[config.mk]
export PLATFORM = sky130hd
export DESIGN_NAME = control_sequencer
export DESIGN_NICKNAME = d
export VERILOG_FILES = /design/src/rtl/cu_pkg.sv /design/src/rtl/reg_select_decode.sv /design/src/rtl/control_sequencer.sv
export SDC_FILE = /design/constraint.sdc
export NUM_CORES = 1
export LEC_CHECK = 0
export CORE_ASPECT_RATIO = 1.4
export CORE_MARGIN = 4
export CORE_UTILIZATION = 38
export DETAILED_ROUTE_END_ITERATION = 7
export GPL_ROUTABILITY_DRIVEN = 0
export GPL_TIMING_DRIVEN = 0
export MAX_ROUTING_LAYER = met4
export PLACE_DENSITY = 0.74
export SLEW_MARGIN = 10
export SYNTH_ARGS = -nofsm -noshare
export SYNTH_HDL_FRONTEND = slang
export SYNTH_SLANG_ARGS = --single-unit
[constraint.sdc]
create_clock -name clock -period 2.87 [get_ports clock]
set_input_delay 0.4305 -clock clock [delete_from_list [all_inputs] [get_ports clock]]
set_output_delay 0.4305 -clock clock [all_outputs]
set_load 0.01 [all_outputs]
[src/rtl/cu_pkg.sv]
// Shared definitions for the hardwired control unit: opcode map, FSM state,
// step numbers, IR field positions and the instruction-class decode.
package cu_pkg;

  localparam int IR_W      = 32;
  localparam int OP_W      = 5;
  localparam int RF_W      = 4;
  localparam int IR_OP_LSB = 27;
  localparam int IR_RA_LSB = 23;
  localparam int IR_RB_LSB = 19;
  localparam int IR_RC_LSB = 15;

  localparam logic [OP_W-1:0] OP_LD   = 5'b00000;
  localparam logic [OP_W-1:0] OP_LDI  = 5'b00001;
  localparam logic [OP_W-1:0] OP_ST   = 5'b00010;
  localparam logic [OP_W-1:0] OP_ADD  = 5'b00011;
  localparam logic [OP_W-1:0] OP_SUB  = 5'b00100;
  localparam logic [OP_W-1:0] OP_AND  = 5'b00101;
  localparam logic [OP_W-1:0] OP_OR   = 5'b00110;
  localparam logic [OP_W-1:0] OP_SHR  = 5'b00111;
  localparam logic [OP_W-1:0] OP_SHL  = 5'b01000;
  localparam logic [OP_W-1:0] OP_ROR  = 5'b01001;
  localparam logic [OP_W-1:0] OP_ROL  = 5'b01010;
  localparam logic [OP_W-1:0] OP_ADDI = 5'b01011;
  localparam logic [OP_W-1:0] OP_ANDI = 5'b01100;
  localparam logic [OP_W-1:0] OP_ORI  = 5'b01101;
  localparam logic [OP_W-1:0] OP_MUL  = 5'b01110;
  localparam logic [OP_W-1:0] OP_DIV  = 5'b01111;
  localparam logic [OP_W-1:0] OP_NEG  = 5'b10000;
  localparam logic [OP_W-1:0] OP_NOT  = 5'b10001;
  localparam logic [OP_W-1:0] OP_IN   = 5'b10101;
  localparam logic [OP_W-1:0] OP_OUT  = 5'b10110;
  localparam logic [OP_W-1:0] OP_MFHI = 5'b10111;
  localparam logic [OP_W-1:0] OP_MFLO = 5'b11000;
  localparam logic [OP_W-1:0] OP_NOP  = 5'b11001;
  localparam logic [OP_W-1:0] OP_HALT = 5'b11010;

  localparam logic [2:0] T0 = 3'd0;
  localparam logic [2:0] T1 = 3'd1;
  localparam logic [2:0] T2 = 3'd2;
  localparam logic [2:0] T3 = 3'd3;
  localparam logic [2:0] T4 = 3'd4;
  localparam logic [2:0] T5 = 3'd5;
  localparam logic [2:0] T6 = 3'd6;
  localparam logic [2:0] T7 = 3'd7;

  typedef enum logic [1:0] {
    ST_RESET,
    ST_FETCH,
    ST_EXEC,
    ST_HALT
  } state_t;

  typedef enum logic [3:0] {
    CL_NONE,
    CL_RR,
    CL_UNARY,
    CL_IMM,
    CL_LDI,
    CL_LD,
    CL_ST,
    CL_MULDIV,
    CL_MFHI,
    CL_MFLO,
    CL_IN,
    CL_OUT,
    CL_HALT
  } op_class_t;

  // nop and every unassigned opcode fall through to CL_NONE
  function automatic op_class_t op_class(input logic [OP_W-1:0] op);
    case (op)
      OP_ADD, OP_SUB, OP_AND, OP_OR,
      OP_SHR, OP_SHL, OP_ROR, OP_ROL: return CL_RR;
      OP_NEG, OP_NOT:                 return CL_UNARY;
      OP_ADDI, OP_ANDI, OP_ORI:       return CL_IMM;
      OP_LDI:                         return CL_LDI;
      OP_LD:                          return CL_LD;
      OP_ST:                          return CL_ST;
      OP_MUL, OP_DIV:                 return CL_MULDIV;
      OP_MFHI:                        return CL_MFHI;
      OP_MFLO:                        return CL_MFLO;
      OP_IN:                          return CL_IN;
      OP_OUT:                         return CL_OUT;
      OP_HALT:                        return CL_HALT;
      default:                        return CL_NONE;
    endcase
  endfunction

endpackage

[src/rtl/reg_select_decode.sv]
// Turns the chosen IR register field into one-hot register in/out enables.
// Purely combinational, zero latency, no backpressure.
module reg_select_decode
  import cu_pkg::*;
#(
  parameter int NREG = 16
) (
  input  logic [RF_W-1:0] Ra,
  input  logic [RF_W-1:0] Rb,
  input  logic [RF_W-1:0] Rc,
  input  logic            Gra,
  input  logic            Grb,
  input  logic            Grc,
  input  logic            Rin,
  input  logic            Rout,
  output logic [NREG-1:0] reg_in,
  output logic [NREG-1:0] reg_out
);

  logic [RF_W-1:0] sel;
  logic            any_g;
  logic [NREG-1:0] onehot;

  always_comb begin
    sel = '0;
    if (Gra)      sel = Ra;
    else if (Grb) sel = Rb;
    else if (Grc) sel = Rc;
  end

  assign any_g   = Gra | Grb | Grc;
  assign onehot  = NREG'(1) << sel;
  assign reg_in  = (Rin  && any_g) ? onehot : '0;
  assign reg_out = (Rout && any_g) ? onehot : '0;

endmodule

[src/rtl/control_sequencer.sv]
// Hardwired fetch/decode/execute control unit; strobes decode combinationally from state+step+IR.
// Fetch 3 cycles, execute 1-5 cycles; T1, ld T6 and st T7 stall until mem_ready.
module control_sequencer
  import cu_pkg::*;
#(
  parameter int OPW  = 5,
  parameter int NREG = 16
) (
  input  logic            clock,
  input  logic            clear,
  input  logic [IR_W-1:0] ir,
  input  logic            mem_ready,
  output logic [NREG-1:0] reg_in,
  output logic [NREG-1:0] reg_out,
  output logic            IRin,
  output logic            PCin,
  output logic            RYin,
  output logic            RZin,
  output logic            MARin,
  output logic            MDRin,
  output logic            HIin,
  output logic            LOin,
  output logic            Outport_in,
  output logic            HIout,
  output logic            LOout,
  output logic            Zhi_out,
  output logic            Zlo_out,
  output logic            PCout,
  output logic            MDRout,
  output logic            Inport_out,
  output logic            Cout,
  output logic            IncPC,
  output logic            BAout,
  output logic            Mem_read,
  output logic            mem_write,
  output logic [OPW-1:0]  opcode,
  output logic            run
);

  state_t          state, state_nxt;
  logic [2:0]      step, step_nxt;
  logic [OP_W-1:0] op;
  logic [RF_W-1:0] ra, rb, rc;
  op_class_t       cls;
  logic            gra, grb, grc, rin, rout;
  logic            fin, mem_wait;
  logic            unused_ir_bits;

  assign op  = ir[IR_OP_LSB +: OP_W];
  assign ra  = ir[IR_RA_LSB +: RF_W];
  assign rb  = ir[IR_RB_LSB +: RF_W];
  assign rc  = ir[IR_RC_LSB +: RF_W];
  assign cls = op_class(op);
  assign unused_ir_bits = ^ir[IR_RC_LSB-1:0];

  always_ff @(posedge clock or negedge clear) begin
    if (!clear) begin
      state <= ST_RESET;
      step  <= T0;
    end else begin
      state <= state_nxt;
      step  <= step_nxt;
    end
  end

  always_comb begin
    state_nxt  = state;
    step_nxt   = step;
    IRin       = 1'b0;
    PCin       = 1'b0;
    RYin       = 1'b0;
    RZin       = 1'b0;
    MARin      = 1'b0;
    MDRin      = 1'b0;
    HIin       = 1'b0;
    LOin       = 1'b0;
    Outport_in = 1'b0;
    HIout      = 1'b0;
    LOout      = 1'b0;
    Zhi_out    = 1'b0;
    Zlo_out    = 1'b0;
    PCout      = 1'b0;
    MDRout     = 1'b0;
    Inport_out = 1'b0;
    Cout       = 1'b0;
    IncPC      = 1'b0;
    BAout      = 1'b0;
    Mem_read   = 1'b0;
    mem_write  = 1'b0;
    opcode     = '0;
    run        = 1'b0;
    gra        = 1'b0;
    grb        = 1'b0;
    grc        = 1'b0;
    rin        = 1'b0;
    rout       = 1'b0;
    fin        = 1'b0;
    mem_wait   = 1'b0;

    unique case (state)
      ST_RESET: begin
        state_nxt = ST_FETCH;
        step_nxt  = T0;
      end

      ST_FETCH: begin
        run = 1'b1;
        case (step)
          T0: begin
            PCout    = 1'b1;
            MARin    = 1'b1;
            IncPC    = 1'b1;
            RZin     = 1'b1;
            step_nxt = T1;
          end
          T1: begin
            Zlo_out  = 1'b1;
            PCin     = 1'b1;
            Mem_read = 1'b1;
            MDRin    = 1'b1;
            if (mem_ready) step_nxt = T2;
          end
          default: begin
            MDRout    = 1'b1;
            IRin      = 1'b1;
            state_nxt = ST_EXEC;
            step_nxt  = T3;
          end
        endcase
      end

      ST_EXEC: begin
        run      = 1'b1;
        step_nxt = step + 3'd1;
        // ld/ldi/st use the ALU only for base+offset address arithmetic
        if (cls == CL_LD || cls == CL_LDI || cls == CL_ST) opcode = OPW'(OP_ADD);
        else                                               opcode = OPW'(op);

        case (step)
          T3: begin
            case (cls)
              CL_RR, CL_UNARY, CL_IMM: begin
                grb = 1'b1; rout = 1'b1; RYin = 1'b1;
              end
              CL_LDI, CL_LD, CL_ST: begin
                grb = 1'b1; rout = 1'b1; BAout = 1'b1; RYin = 1'b1;
              end
              CL_MULDIV: begin
                gra = 1'b1; rout = 1'b1; RYin = 1'b1;
              end
              CL_MFHI: begin
                HIout = 1'b1; gra = 1'b1; rin = 1'b1; fin = 1'b1;
              end
              CL_MFLO: begin
                LOout = 1'b1; gra = 1'b1; rin = 1'b1; fin = 1'b1;
              end
              CL_IN: begin
                Inport_out = 1'b1; gra = 1'b1; rin = 1'b1; fin = 1'b1;
              end
              CL_OUT: begin
                gra = 1'b1; rout = 1'b1; Outport_in = 1'b1; fin = 1'b1;
              end
              CL_HALT: begin
                state_nxt = ST_HALT;
                step_nxt  = T0;
              end
              default: fin = 1'b1;
            endcase
          end

          T4: begin
            case (cls)
              CL_RR: begin
                grc = 1'b1; rout = 1'b1; RZin = 1'b1;
              end
              CL_UNARY, CL_MULDIV: begin
                grb = 1'b1; rout = 1'b1; RZin = 1'b1;
              end
              CL_IMM, CL_LDI, CL_LD, CL_ST: begin
                Cout = 1'b1; RZin = 1'b1;
              end
              default: fin = 1'b1;
            endcase
          end

          T5: begin
            case (cls)
              CL_RR, CL_UNARY, CL_IMM, CL_LDI: begin
                Zlo_out = 1'b1; gra = 1'b1; rin = 1'b1; fin = 1'b1;
              end
              CL_LD, CL_ST: begin
                Zlo_out = 1'b1; MARin = 1'b1;
              end
              CL_MULDIV: begin
                Zlo_out = 1'b1; LOin = 1'b1;
              end
              default: fin = 1'b1;
            endcase
          end

          T6: begin
            case (cls)
              CL_LD: begin
                Mem_read = 1'b1; MDRin = 1'b1; mem_wait = 1'b1;
              end
              CL_ST: begin
                gra = 1'b1; rout = 1'b1; MDRin = 1'b1;
              end
              CL_MULDIV: begin
                Zhi_out = 1'b1; HIin = 1'b1; fin = 1'b1;
              end
              default: fin = 1'b1;
            endcase
          end

          default: begin
            case (cls)
              CL_LD: begin
                MDRout = 1'b1; gra = 1'b1; rin = 1'b1; fin = 1'b1;
              end
              CL_ST: begin
                mem_write = 1'b1; mem_wait = 1'b1; fin = mem_ready;
              end
              default: fin = 1'b1;
            endcase
          end
        endcase

        if (fin) begin
          state_nxt = ST_FETCH;
          step_nxt  = T0;
        end else if (mem_wait && !mem_ready) begin
          step_nxt = step;
        end
      end

      ST_HALT: begin
        state_nxt = ST_HALT;
      end
    endcase
  end

  reg_select_decode #(
    .NREG (NREG)
  ) u_reg_select_decode (
    .Ra      (ra),
    .Rb      (rb),
    .Rc      (rc),
    .Gra     (gra),
    .Grb     (grb),
    .Grc     (grc),
    .Rin     (rin),
    .Rout    (rout),
    .reg_in  (reg_in),
    .reg_out (reg_out)
  );

endmodule

## Yosys cells after proc, flatten, opt, wreduce, memory -nomap -nowiden

Memory sizes are Yosys's and may differ from the RTL's.
Cells that the tools add are included.

- Output and inout port bits: 59
- Bits in read-only memories: 128
- Memories kept: 1
- Input bits: 35
- Flip-flop bits (word level): 5

Memories:

| name | depth | width | rd ports | clocked after Yosys merged registers in | wr ports | RTL line | source |
|---|---|---|---|---|---|---|---|
| (name not given) | 32 | 4 | 1 | 0 | 0 | cu_pkg.sv:72 | `case (op)` |

- Muxes and demuxes: 96
- Equality and inequality tests: 25
- Add/sub/neg operators: 1
- Shift-type cells: 1
- Bitwise logic cells: 2
- Reduce and logical (&&, ||, !) cells: 29

Operators with widths:

| operator | count |
|---|---|
| 1-bit two-way mux | 65 |
| 16-bit two-way mux | 2 |
| 4-bit equality test (second input constant) | 5 |
| 4-bit by 3-bit equality test with 1-bit output (second input constant) | 4 |
| 1-bit case mux with 2 select lines | 8 |
| 8-bit OR reduction | 2 |
| 1-bit by 4-bit left shift with 16-bit output (first input constant) | 1 |
| 3-bit two-way mux | 5 |
| 3-bit OR reduction | 5 |
| 4-bit two-way mux | 3 |
| 4-bit OR reduction | 3 |
| 5-bit two-way mux | 2 |
| 2-bit OR reduction | 5 |
| 3-bit equality test (second input constant) | 3 |
| 3-bit case mux with 3 select lines | 1 |
| 4-bit by 2-bit equality test with 1-bit output (second input constant) | 2 |
| 2-bit two-way mux | 4 |
| 1-bit case mux with 4 select lines | 2 |
| 2-bit case mux with 4 select lines | 1 |
| 7-bit OR reduction | 1 |
| 3-bit by 2-bit != test with 1-bit output (second input constant) | 2 |
| 3-bit != test (second input constant) | 2 |
| 1-bit case mux with 3 select lines | 2 |
| 3-bit case mux with 2 select lines | 1 |
| other kinds (17) | 23 |

## Depth between registers and ports, before layout

Gate-level depths: netlist of run 1.
An unclocked memory read counts as a cell.

- Word-level depth: 10
- Depth in mapped cells: 12

## Hierarchy

From an unflattened synthesis of run 1, not the netlist that was laid out.

- Cell total of the unflattened synthesis: 243
- Area, all modules: 1554.0 um^2

Modules (own cells, without submodules):

| module | cells an instance | instances | area each (um^2) |
|---|---|---|---|
| control_sequencer | 174 | 1 | 1204.9 |
| reg_select_decode | 69 | 1 | 349.1 |

## Worst setup path before layout of run 1

Ideal clock, no wire load.

- Path kind: input-to-output
- Start: input ir[27]
- End: output reg_in[2]
- Stages: 11
- Path slack: -0.131 ns
- Arrival: 2.570 ns
- Cells stage by stage: inv_1 -> ha_1 -> and4b_1 -> a311o_2 -> buf_6 -> nor3_1 -> o32ai_2 -> a32o_2 -> a211oi_2 -> mux2i_1 -> nor2_1

- Word-level cells in the longest chain between the ends: 10
- Elaborated cells between the ends (all ways): 41

Ends and longest elaborated chain:

| what | RTL line | source |
|---|---|---|
| from (decl) | control_sequencer.sv:11 | `input logic [IR_W-1:0] ir,` |
| memory read 32 x 4 bit * | n/a |  |
| 4-bit by 3-bit equality test with 1-bit output, or another cell as far along | control_sequencer.sv:141, control_sequencer.sv:217 |  |
| 6-bit OR reduction (no line), or another cell as far along | n/a |  |
| 1-bit two-way mux, on equally long branches | n/a |  |
| 1-bit case mux with 2 select lines, or another cell as far along | control_sequencer.sv:139 | `case (step)` |
| 1-bit two-way mux / 4-bit two-way mux (equally long branches) | control_sequencer.sv:100, reg_select_decode.sv:28 |  |
| 4-bit two-way mux / 1-bit bitwise OR (equally long branches) | reg_select_decode.sv:27, reg_select_decode.sv:31 |  |
| 4-bit two-way mux / 1-bit bitwise OR (equally long branches) | reg_select_decode.sv:26, reg_select_decode.sv:31 |  |
| 1-bit by 4-bit left shift with 16-bit output / 1-bit logical AND (equally long branches) | reg_select_decode.sv:32, reg_select_decode.sv:33 |  |
| 16-bit two-way mux * | reg_select_decode.sv:33 | `assign reg_in = (Rin && any_g) ? onehot : '0;` |
| to (decl) | control_sequencer.sv:13 | `output logic [NREG-1:0] reg_in,` |

Every way passes the cells marked *; elsewhere a longest branch is shown, timed or not.

## Worst setup path after layout of run 1

- Start: input ir[27]
- End: output reg_out[3]

- Word-level cells in the longest chain between the ends: 10
- Elaborated cells between the ends (all ways): 43

Ends and longest elaborated chain:

| what | RTL line | source |
|---|---|---|
| memory read 32 x 4 bit * | n/a |  |
| 4-bit by 3-bit equality test with 1-bit output, or another cell as far along | control_sequencer.sv:141, control_sequencer.sv:217 |  |
| 6-bit OR reduction (no line), or another cell as far along | n/a |  |
| 1-bit two-way mux, on equally long branches | n/a |  |
| 1-bit case mux with 2 select lines, or another cell as far along | control_sequencer.sv:139 |  |
| 1-bit two-way mux / 4-bit two-way mux (equally long branches) | control_sequencer.sv:100, reg_select_decode.sv:28 |  |
| 4-bit two-way mux / 1-bit bitwise OR (equally long branches) | reg_select_decode.sv:27, reg_select_decode.sv:31 |  |
| 4-bit two-way mux / 1-bit bitwise OR (equally long branches) | reg_select_decode.sv:26, reg_select_decode.sv:31 |  |
| 1-bit by 4-bit left shift with 16-bit output / 1-bit logical AND (equally long branches) | reg_select_decode.sv:32, reg_select_decode.sv:34 |  |
| 16-bit two-way mux * | reg_select_decode.sv:34 | `assign reg_out = (Rout && any_g) ? onehot : '0;` |
| to (decl) | control_sequencer.sv:14 | `output logic [NREG-1:0] reg_out,` |

Marked as above.

==> flow_metrics.py, run 1 <==
metrics = {
    "floorplanning": {
        "initial_utilization_pct": 38.8,
        "die_width_um": 69.4,
        "die_area_mm2": 0.00651,
        "rows": 31,
        "placeable_core_area_mm2": 0.00516,
        "design.portCount": 94,
        "die-height_um": 93.9,
    },
    "cells_and_area": {
        "syn2layout_area_growth_pct": 97.4,
        "multi_input_area_mm2": 0.00234,
        "nNetsFinal": 470,
        "drive_gt1_share_pct": 57.1,
        "ff_latch_area_um2": 125,
        "fill_cells": 338,
        "post_route_non_filler_standard_cell_count": 488,
        "inserted_diodes": 0,
        "utilization_pct": 76.7,
    },
    "setup_path": {
        "criticalPathCategory": "in -> out",
        "worst-endpoint-required_ns": 2.44,
        "rr_endpoint": "step[1]",
        "critPathArrivalTime_ns": 3.06,
        "timing.critical_path.from_type": "input pin",
        "worst_r2r_startpoint": "step[1]",
        "worstPathMaxFanout": 10,
        "worst-r2r-cell-count": 9,
        "r2r_setup_slack_ns": 0.20,
        "end_kind": "primary output",
    },
    "timing": {
        "worstMarginPinSlew_ns": 0.662,
        "final_period_minus_worst_setup_slack_ns": 3.49,
        "postLayoutSetupSlackWorst_ns": -0.620,
        "worst_slew_margin_rel_pct": 55.4,
        "finalHoldViolations": 0,
        "skew_ns": 0.000779,
        "final_setup_viols": 33,
        "timing.final.max_slew_violations": 0,
        "period_utilization_pct": 122,
        "rsz0062_at_grt": "yes",
        "max_clock_freq_mhz": 287,
    },
    "worst_hold_path": {
        "holdCritPathClass": "in -> async",
    },
    "logic_synthesis": {
        "share_of_the_yosys_chip_area_belonging_to_registers_pct": 6.25,
        "synth_top_cell_by_area": "nor2_1",
        "yosys.cell_count.top_type": "nor2_1",
        "synth_enable_flop_cells": 0,
        "synth-warning-count": 0,
        "netlist-cell-type-count": 78,
        "synth.top_cell.area_share_pct": 10.1,
        "ys.flop_type": "dfrtp_1",
        "post_synth.cell_area_avg_um2": 7.05,
        "post_synth_inst_count": 284,
        "synth_nets": 331,
        "syn_area_mm2": 0.00200,
        "synth_common_cells": "54 x nor2_1, 20 x nand2_1, 17 x inv_1",
        "synthTopCellsByArea": "nor2_1 10%, ha_1 7.5%, dfrtp_1 6.2%",
        "ys_seq_elements": 5,
        "asyncSetResetFlopFracSynth_pct": 100,
    },
    "cts": {
        "ctsLongestPathBuffers": 2,
        "cts_htree_levels": 1,
        "clock_pin_slew_reported_for_the_worst_setup_and_hold_paths_after_clock_tree_synthesis_ns": 0.03,
        "tritoncts": "yes",
        "cts_buffers": 3,
        "worstSkewPairLatency_ns": 0.22,
        "clockRootBuffer": "clkbuf_8",
        "numClockSinks": 5,
    },
    "status": {
        "failed_checks": "negative setup slack",
        "status": "complete, but fails checks",
    },
    "drt": {
        "drt_iter0_drc": 158,
        "drt-vias-per-instance": 6.15,
        "remaining_drc_errors": 0,
        "routed_wirelength_mm": 9.35,
        "vias": 3003,
        "dr.pass1.iters": 5,
        "ant_nets": 0,
        "detail_route.wl_per_cell_um": 19.2,
    },
    "global_routing": {
        "grt_max_degree": 11,
        "grt_usage_pct": 26.2,
        "grt_pass1_wl_mm": 14.0,
        "first_global_vias": 2895,
        "grt.overflow.total": 0,
        "antenna_found_initial": 0,
    },
    "placed_design": {
        "buffer_ports.inserted": 77,
        "dpl.hpwl_mm": 5.44,
        "placed_cells": 427,
    },
    "pwr": {
        "p_leak_nw": 1.58,
        "vdd_ir_drop_max_mv": 0.517,
        "power.density_cell_area_mw_per_mm2": 313,
    },
    "flow_run": {
        "max-cap-violations": 0,
    },
}
per-layer routing:
layer | routed length [um] | GRT usage (%) | up-vias
li1 | - | - | 1332
met1 | 3260 | 27.0 | 1433
met2 | 5100 | 48.8 | 176
met3 | 533 | 3.10 | 62
met4 | 461 | 13.2 | 0
met5 | 0 | - | -
power by group:
part | switching [W] | internal (W)
clock network | 0.0000324 | 0.0000951
logic | 0.000557 | 0.000430
registers | 0.0000290 | 0.0000946
logic make-up after synthesis:
kind of cell	after synthesis	share of synthesized area, %
compound gates	81	36.3
xor+xnor	1	0.437
fa+ha+maj	12	7.50
buf+inv	34	8.81
flops	5	6.25
mux	8	4.62
simple gates	143	36.1
state kept, by name (all words and copies together), names as in the netlist:
signal	flops
step	3
state	2
worst max-delay path by stage:
| stage | start | endpoint | slack, ns | cells after the start |
|---|---|---|---|---|
| after floorplan | ir[27] | reg_out[11] | -0.08 | 11 |
| after global placement | ir[28] | reg_in[12] | -1.57 | 11 |
| after detailed placement | ir[28] | reg_in[12] | -1.63 | 11 |
| after CTS | ir[27] | reg_in[2] | -0.53 | 16 |
| after global routing | ir[27] | reg_out[3] | -0.68 | 15 |
| final | ir[27] | reg_out[3] | -0.62 | 15 |
worst max-delay path, cell delays in order:
cell	delay, ns
buf_8	0.08
clkinvlp_4	0.12
buf_12	0.15
ha_4	0.25
o211ai_1	0.29
nor2_2	0.10
buf_6	0.16
o32ai_1	0.39
a21oi_1	0.13
o31ai_4	0.30
o211ai_4	0.13
buf_12	0.16
buf_6	0.11
nor2_2	0.09
buf_2	0.15
what timing repair did:
action | in CTS | in global routing
hold buffers | 0 | 0
pin swaps | 52 | 36
resized for setup | 262 | 79
setup buffers | 46 | 10
gates cloned | 1 | 0
endpoints found under the setup margin | 58 | 54
per-stage QoR:
| stage | cell area, um2 | power (W) | worst slack, ns | TNS (ns) | hold WS [ns] |
|---|---|---|---|---|---|
| floorplan | 2160 | 0.000608 | -0.0759 | -1.90 | 0.135 |
| global placement | 3010 | 0.000904 | -1.57 | -67.31 | 0.544 |
| detailed placement | 3010 | 0.000915 | -1.63 | -70.09 | 0.542 |
| CTS | 3740 | 0.00113 | -0.533 | -14.05 | 0.439 |
| global route | 3960 | 0.00133 | -0.684 | -20.15 | 0.449 |
| finish | 3960 | 0.00124 | -0.620 | -16.22 | 0.436 |
final cells by class:
type	instances	area share (%)
plain buffers	15	3.67
flip-flops and latches	5	3.16
repair buffers	134	28.9
multi-input cells	245	59.2
clock buffers	4	1.14
inverters	19	1.90
well taps	66	2.09
cells in the final DEF, fill, tap and decap left out, types with 4 or more instances in the layout:
cell type,count
a21oi_1,11
a21oi_4,5
and3_1,6
buf_12,6
buf_2,35
buf_4,29
buf_6,36
clkbuf_2,13
clkdlybuf4s15_1,4
clkdlybuf4s50_1,20
dfrtp_1,5
ha_1,7
inv_1,16
mux2i_4,6
nand2_1,11
nand2_4,8
nand2b_1,4
nand3_1,9
nand4_1,4
nor2_1,28
nor2_2,21
nor2_4,7
nor2b_1,4
nor3_1,5
nor3_4,4
o21a_1,5
No activity file was read; power rests on OpenSTA's default activity.
==> run 2: changes to the inputs <==
Settings changed: CORE_ASPECT_RATIO 1.4 to default.
==> run 2 against run 1 <==
The run still ends with negative setup slack left. Flip-flop and latch count is the same. Hold slack lost 0.011 ns. Total power grew 0.24%. Register-to-register slack gained 0.03 ns. Critical path depth shrank 2. Global-route usage grew 1.1 points. Combinational power grew 0.4%. Clock skew shrank 0.00074 ns. Die area shrank 0.25%. Core utilization grew 2.8 points. Maximum frequency shrank 0.32%. Routed wire length grew 5.9%. Largest power group unchanged.
==> flow_metrics.py, run 2 (synthesis results as in run 1) <==
metrics = {
    "drt": {
        "drt_iter0_drc": 387,
        "routed_wirelength_mm": 9.91,
        "remaining_drc_errors": 0,
        "drt-vias-per-instance": 6.09,
        "dr.pass1.iters": 5,
        "vias": 3053,
        "ant_nets": 0,
        "detail_route.wl_per_cell_um": 19.8,
    },
    "pwr": {
        "power.density_cell_area_mw_per_mm2": 306,
        "vdd_ir_drop_max_mv": 0.683,
        "fin_total_pwr_w": 0.00124,
        "p_leak_nw": 1.64,
    },
    "cells_and_area": {
        "largest_register_ffs": 3,
        "final_cell_mix": "41 x buf_6, 40 x buf_4, 32 x buf_2, 28 x nor2_1, 20 x clkdlybuf4s50_1",
        "final_design_area_no_fill_mm2": 0.00406,
        "syn2layout_area_growth_pct": 102,
        "nNetsFinal": 479,
        "largest_registers": "step x3, state x2",
        "utilization_pct": 79.4,
        "inserted_diodes": 0,
        "layout_commonest_cell": "buf_6",
        "drive_gt1_share_pct": 58.7,
        "regMostFlops": "step",
    },
    "setup_path": {
        "end_kind": "primary output",
        "worst-endpoint-required_ns": 2.44,
        "crit_slowest_cell": "o41a_1",
        "cp_top_family": "compound AO/OA/AOI/OAI gates",
        "critPathArrivalTime_ns": 3.07,
        "cell_breakdown_of_the_critical_path": "buf_8 > clkinvlp_4 > ha_4 > o211ai_1 > nor2_2 > o41a_1 > buf_6 > a32oi_4 > a211oi_2 > mux2i_4 > buf_6 > nor2_2 > buf_2",
        "max_stage_delay_ns": 0.49,
        "worstPathMaxFanout": 5,
        "timing.critical_path.from_type": "input pin",
        "cp_num_buf_inv": 5,
        "criticalPathCategory": "in -> out",
    },
    "floorplanning": {
        "die_area_mm2": 0.00650,
        "die-height_um": 80.6,
        "initial_utilization_pct": 39.2,
        "placeable_core_area_mm2": 0.00511,
        "die_width_um": 80.6,
        "rows": 26,
        "design.portCount": 94,
    },
    "cts": {
        "worstSkewPairLatency_ns": 0.22,
        "clock_pin_slew_reported_for_the_worst_setup_and_hold_paths_after_clock_tree_synthesis_ns": 0.03,
        "clockRootBuffer": "clkbuf_8",
        "cts_htree_levels": 1,
        "numClockSinks": 5,
        "cts_buffers": 3,
        "ctsLongestPathBuffers": 2,
        "tritoncts": "yes",
        "hold_fix_buffers_at_cts": 0,
    },
    "global_routing": {
        "grt.overflow.total": 0,
        "grt_usage_pct": 27.3,
        "first_global_vias": 2964,
        "antenna_found_initial": 0,
        "grt_max_degree": 11,
        "grt_pass1_wl_mm": 14.1,
    },
    "timing": {
        "rsz0062_at_grt": "yes",
        "postLayoutSetupSlackWorst_ns": -0.631,
        "finalHoldViolations": 0,
        "skew_ns": 0.0000414,
        "final_setup_viols": 35,
        "max_clock_freq_mhz": 286,
        "worstMarginPinSlew_ns": 0.602,
        "timing.final.max_slew_violations": 0,
        "period_utilization_pct": 122,
        "worst_slew_margin_rel_pct": 59.4,
        "final_period_minus_worst_setup_slack_ns": 3.50,
    },
    "placed_design": {
        "buffer_ports.inserted": 77,
        "area_of_placed_instances_mm2": 0.00302,
        "dpl.hpwl_mm": 5.59,
    },
    "status": {
        "failed_checks": "negative setup slack",
        "status": "complete, but fails checks",
    },
    "flow_run": {
        "max-cap-violations": 0,
    },
    "worst_hold_path": {
        "holdCritPathClass": "in -> async",
    },
}
## run 2: changes by cell type in the layout (fill, tap and decap cells not counted), moves of 4 or more
cell,delta
buf_4,+11
buf_6,+5
buf_12,-4
nor2_2,-4
nor2_4,+4
## run 2: final cells by class
class                      instances  area [um2]
buffer                            14         134
sequential                         5         126
multi-input combinational        245        2380
tap                               70        87.6
fill                             332        1050
timing repair buffer             144        1210
clock buffer                       4        45.0
inverter                          19        75.1
## run 2: through the flow
step	worst slack, ns	hold slack [ns]	TNS, ns	instances
floorplan	-0.0759	0.135	-1.90	284
global placement	-1.60	0.537	-67.44	431
detailed placement	-1.63	0.542	-69.35	431
CTS	-0.510	0.426	-14.87	487
global route	-0.763	0.428	-21.93	501
finish	-0.631	0.425	-17.93	501
## run 2: metal layers
metal  up-vias  track usage (%)  routed length [um]
met5         -                -                   0
met4         0             7.94                 397
met1      1471             31.3                3740
li1       1350                -                   -
met3        48             3.14                 590
met2       184             49.8                5180
## run 2: path summary, 6_finish.rpt
kind | from | endpoint | slack [ns] | cells past startpoint
max | ir[27] | reg_out[6] | -0.63 | 13
max in group asynchronous | clear | step[1] | 2.25 | 1
max reg2reg | step[2] | step[1] | 0.23 | 9
min | clear | state[0] | 0.42 | 1
min reg2reg | state[1] | state[1] | 0.56 | 1
min in group clock | state[1] | state[1] | 0.56 | 1
## run 2: timing repair
item,in CTS,in global routing
resized for setup,250,101
setup buffers,52,18
pin swaps,44,31
setup endpoints to repair,58,53
## run 2: where the power goes
group          switching, W  leakage (nW)  total, W  internal (W)
sequential        0.0000284        0.0626  0.000124     0.0000954
clock             0.0000311        0.0228  0.000126     0.0000950
combinational      0.000571          1.55  0.000990      0.000419
